===== config.mk =====
export PLATFORM = sky130hd
export DESIGN_NAME = rate_divider_bank
export DESIGN_NICKNAME = d
export VERILOG_FILES = /design/src/rtl/rate_divider_bank.sv
export SDC_FILE = /design/constraint.sdc
export NUM_CORES = 1
export LEC_CHECK = 0
export ABC_AREA = 1
export BUFFER_PORTS_ARGS = -buffer_cell sky130_fd_sc_hd__buf_2
export CORE_MARGIN = 4
export CORE_UTILIZATION = 36
export CTS_CLUSTER_SIZE = 24
export DETAILED_ROUTE_END_ITERATION = 8
export HOLD_SLACK_MARGIN = 0.12
export PLACE_DENSITY = 0.61
export SYNTH_ARGS = -nofsm -noshare
export SYNTH_HDL_FRONTEND = slang
export SYNTH_SLANG_ARGS = --single-unit

===== constraint.sdc =====
create_clock -name clock -period 2.3 [get_ports clock]
set_input_delay 0.46 -clock clock [delete_from_list [all_inputs] [get_ports clock]]
set_output_delay 0.46 -clock clock [all_outputs]
set_load 0.03 [all_outputs]

===== src/rtl/rate_divider_bank.sv =====
// rate_divider_bank: bank of programmable tick dividers, each periodic or one-shot.
// Optional RATE_DIV_SYNC_EN adds a sync_all input that phase-aligns every channel.
module rate_divider_bank #(
    parameter int CHANNELS = 4,
    parameter int WIDTH = 26,
    parameter int DEFAULT_DIV = 49999999,
    localparam int CW = CHANNELS > 1 ? $clog2(CHANNELS) : 1
) (
    input  logic                clock,
    input  logic                resetn,
    input  logic                wr_en,
    input  logic [CW-1:0]       wr_chan,
    input  logic [WIDTH-1:0]    wr_div,
    input  logic                wr_oneshot,
    input  logic [CHANNELS-1:0] ch_en,
`ifdef RATE_DIV_SYNC_EN
    input  logic                sync_all,
`endif
    output logic [CHANNELS-1:0] tick,
    output logic [CHANNELS-1:0] busy
);
    typedef enum logic [1:0] {IDLE, RUN, DONE} state_t;
    localparam logic [WIDTH-1:0] DEF = WIDTH'(DEFAULT_DIV);
    for (genvar i = 0; i < CHANNELS; i++) begin : g_ch
        logic [WIDTH-1:0] d, q;
        logic m, t, wr;
        state_t st;
        // channel indices beyond CHANNELS never match, so such writes are dropped
        assign wr = wr_en && wr_chan == CW'(i);
        assign tick[i] = t;
        assign busy[i] = st == RUN;
        always_ff @(posedge clock or negedge resetn)
            if (!resetn) begin
                d <= DEF;
                q <= DEF;
                m <= 1'b0;
                t <= 1'b0;
                st <= IDLE;
            end else if (wr) begin
                d <= wr_div;
                q <= wr_div;
                m <= wr_oneshot;
                t <= 1'b0;
                st <= ch_en[i] ? RUN : IDLE;
            end
`ifdef RATE_DIV_SYNC_EN
            else if (sync_all) begin
                q <= d;
                t <= 1'b0;
                st <= ch_en[i] ? RUN : IDLE;
            end
`endif
            else if (!ch_en[i]) begin
                q <= d;
                t <= 1'b0;
                st <= IDLE;
            end else if (st == DONE) begin
                t <= 1'b0;
            end else if (q != '0) begin
                q <= q - 1'b1;
                t <= 1'b0;
                st <= RUN;
            end else begin
                q <= m ? '0 : d;
                t <= 1'b1;
                st <= m ? DONE : RUN;
            end
    end
endmodule


After elaboration in Yosys (flattened, before gate mapping)
Index checks and enable logic that the tools add are counted.
{ "totals": {"in_bits": 36, "reg_bits": 224, "word_cells": 108} }
{ "op_classes": {"mux": 60, "n_reduce_logical": 9, "addsub": 4, "eq_ne": 15} }
{ "op_table": {"columns": ["cell", "count"], "rows": [
  ["2-to-1 mux 26 bit", 20],
  ["nonzero test 26 bit", 4],
  ["subtractor 26 x 1 -> 26 bit (second input constant)", 4],
  ["2-to-1 mux 2 bit", 20],
  ["2-to-1 mux 1 bit", 20],
  ["== test 2 bit (second input constant)", 6],
  ["inequality test 3 bit (second input constant)", 4],
  ["== test 2 x 1 -> 1 bit (second input constant)", 5],
  ["logical AND 1 bit", 4],
  ["logical NOT 2 bit", 1]
]} }

Depth between registers and ports, before layout
{ "depth": {"ltp_word": 5, "depth_mapped": 13} }

Worst setup path before layout
No wires, ideal clock.
{ "synth_path": {"kind": "register -> register", "start": "register g_ch[1].q[0]", "end": "register g_ch[1].q[13]", "path_buffers": 1, "slack_ns": 0.497, "setup_ns": 0.073, "path_stages_with_launch": 13, "t_required_ns": 2.227, "arrival_time_ns": 1.730, "cell_sequence": "dfstp_2 > inv_1 > ha_1 > nand3_1 > nor2_4 > nand3_2 > nor2_2 > nand2_1 > nand2_2 > buf_6 > nand2_1 > nand3_1 > a21oi_1"} }
{ "synth_via": {"elab_chain_cells": 5, "elab_cells_between_ends": 6, "cone_classes": "add/sub: 1; mux: 4; reduce/logical: 1"} }
{ "synth_lines": {"columns": ["element", "line_no", "source"], "rows": [
  ["from (decl)", "25", "logic [WIDTH-1:0] d, q;"],
  ["from (signal assigned)", "41", "q <= wr_div;"],
  ["from (signal assigned)", "60", "q <= q - 1'b1;"],
  ["from (signal assigned)", "64", "q <= m ? '0 : d;"],
  ["subtractor 26 x 1 -> 26 bit or nonzero test 26 bit (tied branches)", "60, 59", null],
  ["2-to-1 mux 26 bit *", "59", "end else if (q != '0) begin"],
  ["2-to-1 mux 26 bit *", "57", "end else if (st == DONE) begin"],
  ["2-to-1 mux 26 bit *", "53", "else if (!ch_en[i]) begin"],
  ["2-to-1 mux 26 bit *", "39", "end else if (wr) begin"]
]} }
Every way passes the cells marked *; elsewhere a longest branch is shown, timed or not. The select of a mux whose other input is x is not followed.
A chain may end at the register's enable or synchronous reset.

Final worst setup path
{ "layout_path": {"start": "register g_ch[0].q[0]", "end": "register g_ch[0].q[3]"} }
{ "layout_via": {"elab_chain_cells": 5, "elab_cells_between_ends": 6, "cone_classes": "add/sub: 1; mux: 4; reduce/logical: 1"} }
{ "layout_lines": {"columns": ["element", "line_no"], "rows": [
  ["from (decl)", "25"],
  ["from (signal assigned)", "41"],
  ["from (signal assigned)", "60"],
  ["from (signal assigned)", "64"],
  ["subtractor 26 x 1 -> 26 bit or nonzero test 26 bit (tied branches)", "60, 59"],
  ["2-to-1 mux 26 bit *", "59"],
  ["2-to-1 mux 26 bit *", "57"],
  ["2-to-1 mux 26 bit *", "53"],
  ["2-to-1 mux 26 bit *", "39"]
]} }
Marks and branches as above.

==> impl_metrics.tcl <==
set metrics [dict create \
    drtIter0Drc 908 \
    synthCells 2152 \
    ant_nets 0 \
    hold_viol_final 0 \
    cts_tree "done" \
    ys_ff_latch 224 \
    finalWirelength_microns 42500 \
    power_leakage_nw 8.16 \
    power_w 0.0132 \
    clkTransAtPathRegs_ps 60 \
    ios 44 \
    place_inst 2680 \
    drcViolationCount 0 \
    synth_edf_count 0 \
    clk_latency_ps 550 \
    finalNonFillerCells 2731 \
    seqPwrFrac_pct 42.2 \
    p_per_area_nw_per_um2 801 \
    path_delay_family "simple AND/OR/NAND/NOR gates" \
    grt_pass1_wl_microns 70400 \
    antenna_found_initial 0 \
    peakVddDrop_uv 576 \
    tightestPinTransition_ps 861 \
    place_hpwl_microns 30700 \
    start_kind "flip-flop" \
    syn-num-nets 2192 \
    maxSlewViolCount 0 \
    synth_area_sq_um 14600 \
    nNetsFinal 2225 \
    synth-async-reset-ratio_pct 100 \
    p_sw_share_pct 32.5 \
    dieArea_sq_um 43800 \
    cpMaxStageDelayCell "dfstp_2" \
    ys.flop_type "dfstp_2" \
    cts_buffers 27 \
    setup-violations-final 0 \
    p_int_w 0.00891 \
    hp-class "in2reg" \
    worst-path-buf-inv 1 \
    max_freq_mhz 479 \
    vias 13811 \
    coreArea_sq_um 39900 \
    critPathArrivalTime_ps 2570 \
    p_sw_w 0.00428 \
    areaGrowthSynthToFinish_pct 12.8 \
    path_cells "inv_1 -> ha_2 -> nand2_2 -> nor2_2 -> nand3_2 -> nor2_4 -> nand3_4 -> nand2_4 -> nand3_1 -> a21oi_1" \
    yosysWarningCount 0 \
    status "finished, final reports clean" \
    critical_path_peak_fanout 13 \
    portBuffers 43 \
    yosysUniqueCellTypes 40 \
    fin_crit_sh_pct 90.7 \
    grt_max_degree 82 \
    crit_required_ps 2780 \
    gr-total-overflow 0 \
    htreeDepth 1 \
    die_y_microns 209 \
    cts_num_sinks 224 \
    critPathMaxStageDelay_ps 380 \
    avgSynthCellArea_sq_um 6.78 \
    cp-end-kind "flip-flop" \
    drv_cap 0 \
    fin_skew_ps 12.7 \
    critical_path_class "reg2reg" \
    routabilityCongestion 0.952 \
    initial_core_util_pct 36.5 \
    rows 73 \
    power_frac_clock_pct 35.2 \
    die_w_microns 209 \
    root_buffer "clkbuf_16" \
    avgViaCountPerCell 5.06 \
    drive_gt1_share_pct 16.4 \
    period_needed_ps 2090 \
    grt.total_usage_pct 19.4 \
    grt_pass1_vias 13112 \
    clock_path_buffers 3 \
    wl_per_cell_microns 15.6 \
    power_frac_comb_pct 22.6 \
    drtPass1Iterations 5 \
    relSlewSlack_pct 42.5 \
    hold_slack_ps 208 \
    ys_seq_area_share_pct 39.7 \
]
==> cell type report <==
cell class              instances  area, sq um
diodes                          1         2.50
clock buffers                  37          773
clock inverters                12          191
fillers                      4151        23500
inverters                     271         1020
multi-input cells            1571         7350
flip-flops and latches        224         5790
well taps                     525          657
repair buffers                 90          681
==> sequential cells by signal, summed over array words and instances, names as in the netlist <==
signal   cells
g_ch.q     104
g_ch.m       4
g_ch.d     104
g_ch.t       4
g_ch.st      8
==> synth_stat cells, types with 2 or more instances <==
| cell | number | share of area (%) |
|---|---|---|
| nand3_2 | 10 | 0.69 |
| buf_1 | 7 | 0.18 |
| a21oi_1 | 112 | 3.8 |
| o21ai_0 | 127 | 4.4 |
| nor3_4 | 3 | 0.33 |
| nand4_1 | 61 | 2.6 |
| dfrtp_1 | 80 | 14 |
| o21ai_1 | 8 | 0.27 |
| nor2_4 | 11 | 0.85 |
| o21bai_1 | 2 | 0.10 |
| inv_2 | 8 | 0.21 |
| nor2_1 | 313 | 8.1 |
| xor2_1 | 31 | 1.9 |
| xnor2_1 | 19 | 1.1 |
| ha_1 | 4 | 0.34 |
| nor2_2 | 28 | 1.2 |
| nand2_4 | 3 | 0.23 |
| buf_2 | 32 | 1.1 |
| nand2_1 | 629 | 16 |
| nor3_1 | 5 | 0.17 |
| nand3_4 | 3 | 0.36 |
| nand3_1 | 153 | 5.2 |
| inv_1 | 258 | 6.6 |
| clkbuf_1 | 32 | 0.82 |
| nand3b_1 | 25 | 1.3 |
| buf_4 | 8 | 0.41 |
| dfstp_2 | 144 | 26 |
| nand2_2 | 12 | 0.51 |
| buf_6 | 6 | 0.46 |
| o31ai_1 | 3 | 0.15 |
| clkinv_1 | 5 | 0.13 |
| and2_1 | 2 | 0.086 |
==> worst register-to-register path: cells and delay by family, from the launching register on <==
family	cells	cell delay, ps
AO/OA/AOI/OAI	1	180
adder cells (fa/ha/maj)	1	250
buffers and inverters	1	130
flip-flops	1	380
AND/OR/NAND/NOR	7	1100
==> per-stage QoR <==
stage	setup TNS [ps]	setup WS (ps)	cell area, sq um	util (%)
floorplan	0	497	14600	-
global placement	0	161	15500	38.7
detailed placement	0	79.9	15500	38.7
CTS	0	116	16400	41.2
global route	-4.34	-3.54	16500	41.2
finish	0	213	16500	41.2
==> cells in the final DEF, fill, tap and decap left out, drive strengths merged, types with 25 or more instances in the layout <==
cell      n
inv     267
nand2   644
nand3   166
a21oi   113
nor2    352
dfstp   144
dfrtp    80
buf      89
clkbuf   37
xor2     31
nand4    61
nand3b   25
o21ai   135
==> per-layer routing <==
metal	wire, microns	global-route usage [%]	vias to the layer above
met4	1220	5.85	0
li1	-	-	6858
met5	0	0	-
met3	2690	3.65	72
met1	19600	27.3	6523
met2	19000	30.5	358
==> timing repair <==
item | in CTS | in global routing
hold endpoints to repair | 19 | 0
setup buffers | 0 | 0
hold buffers | 1 | 0
setup endpoints to repair | 0 | 28
resized for setup | 0 | 4
==> cells by family (layout without fill, tap and decap cells) <==
| family | Yosys count | in the layout | share of synthesized area (%) |
|---|---|---|---|
| xor+xnor | 50 | 50 | 3.00 |
| other cells | 0 | 1 | 0 |
| simple gates | 1262 | 1262 | 38.0 |
| fa+ha+maj | 4 | 4 | 0.343 |
| flops | 224 | 224 | 39.7 |
| compound gates | 255 | 255 | 8.89 |
| buf+inv | 357 | 410 | 10.1 |
==> power by group through the flow <==
stage                     Clock, W  Combinational [W]  Sequential [W]
after floorplan                  0            0.00224         0.00541
after global placement           0            0.00291         0.00560
after detailed placement         0            0.00297         0.00561
after CTS                  0.00479            0.00299         0.00556
after global routing       0.00493            0.00345         0.00567
final                      0.00464            0.00298         0.00557
==> worst paths after layout <==
check,startpoint,to,slack (ps),cells after the start
max,g_ch[0].q[0],g_ch[0].q[3],210,10
min,wr_div[4],g_ch[3].d[4],210,3
max reg2reg,g_ch[0].q[0],g_ch[0].q[3],210,10
min reg2reg,g_ch[0].d[15],g_ch[0].d[15],470,2
max in group asynchronous,resetn,g_ch[0].d[12],1110,3
min in group asynchronous,resetn,g_ch[1].q[7],470,2
(Power assumes the default switching activity.)
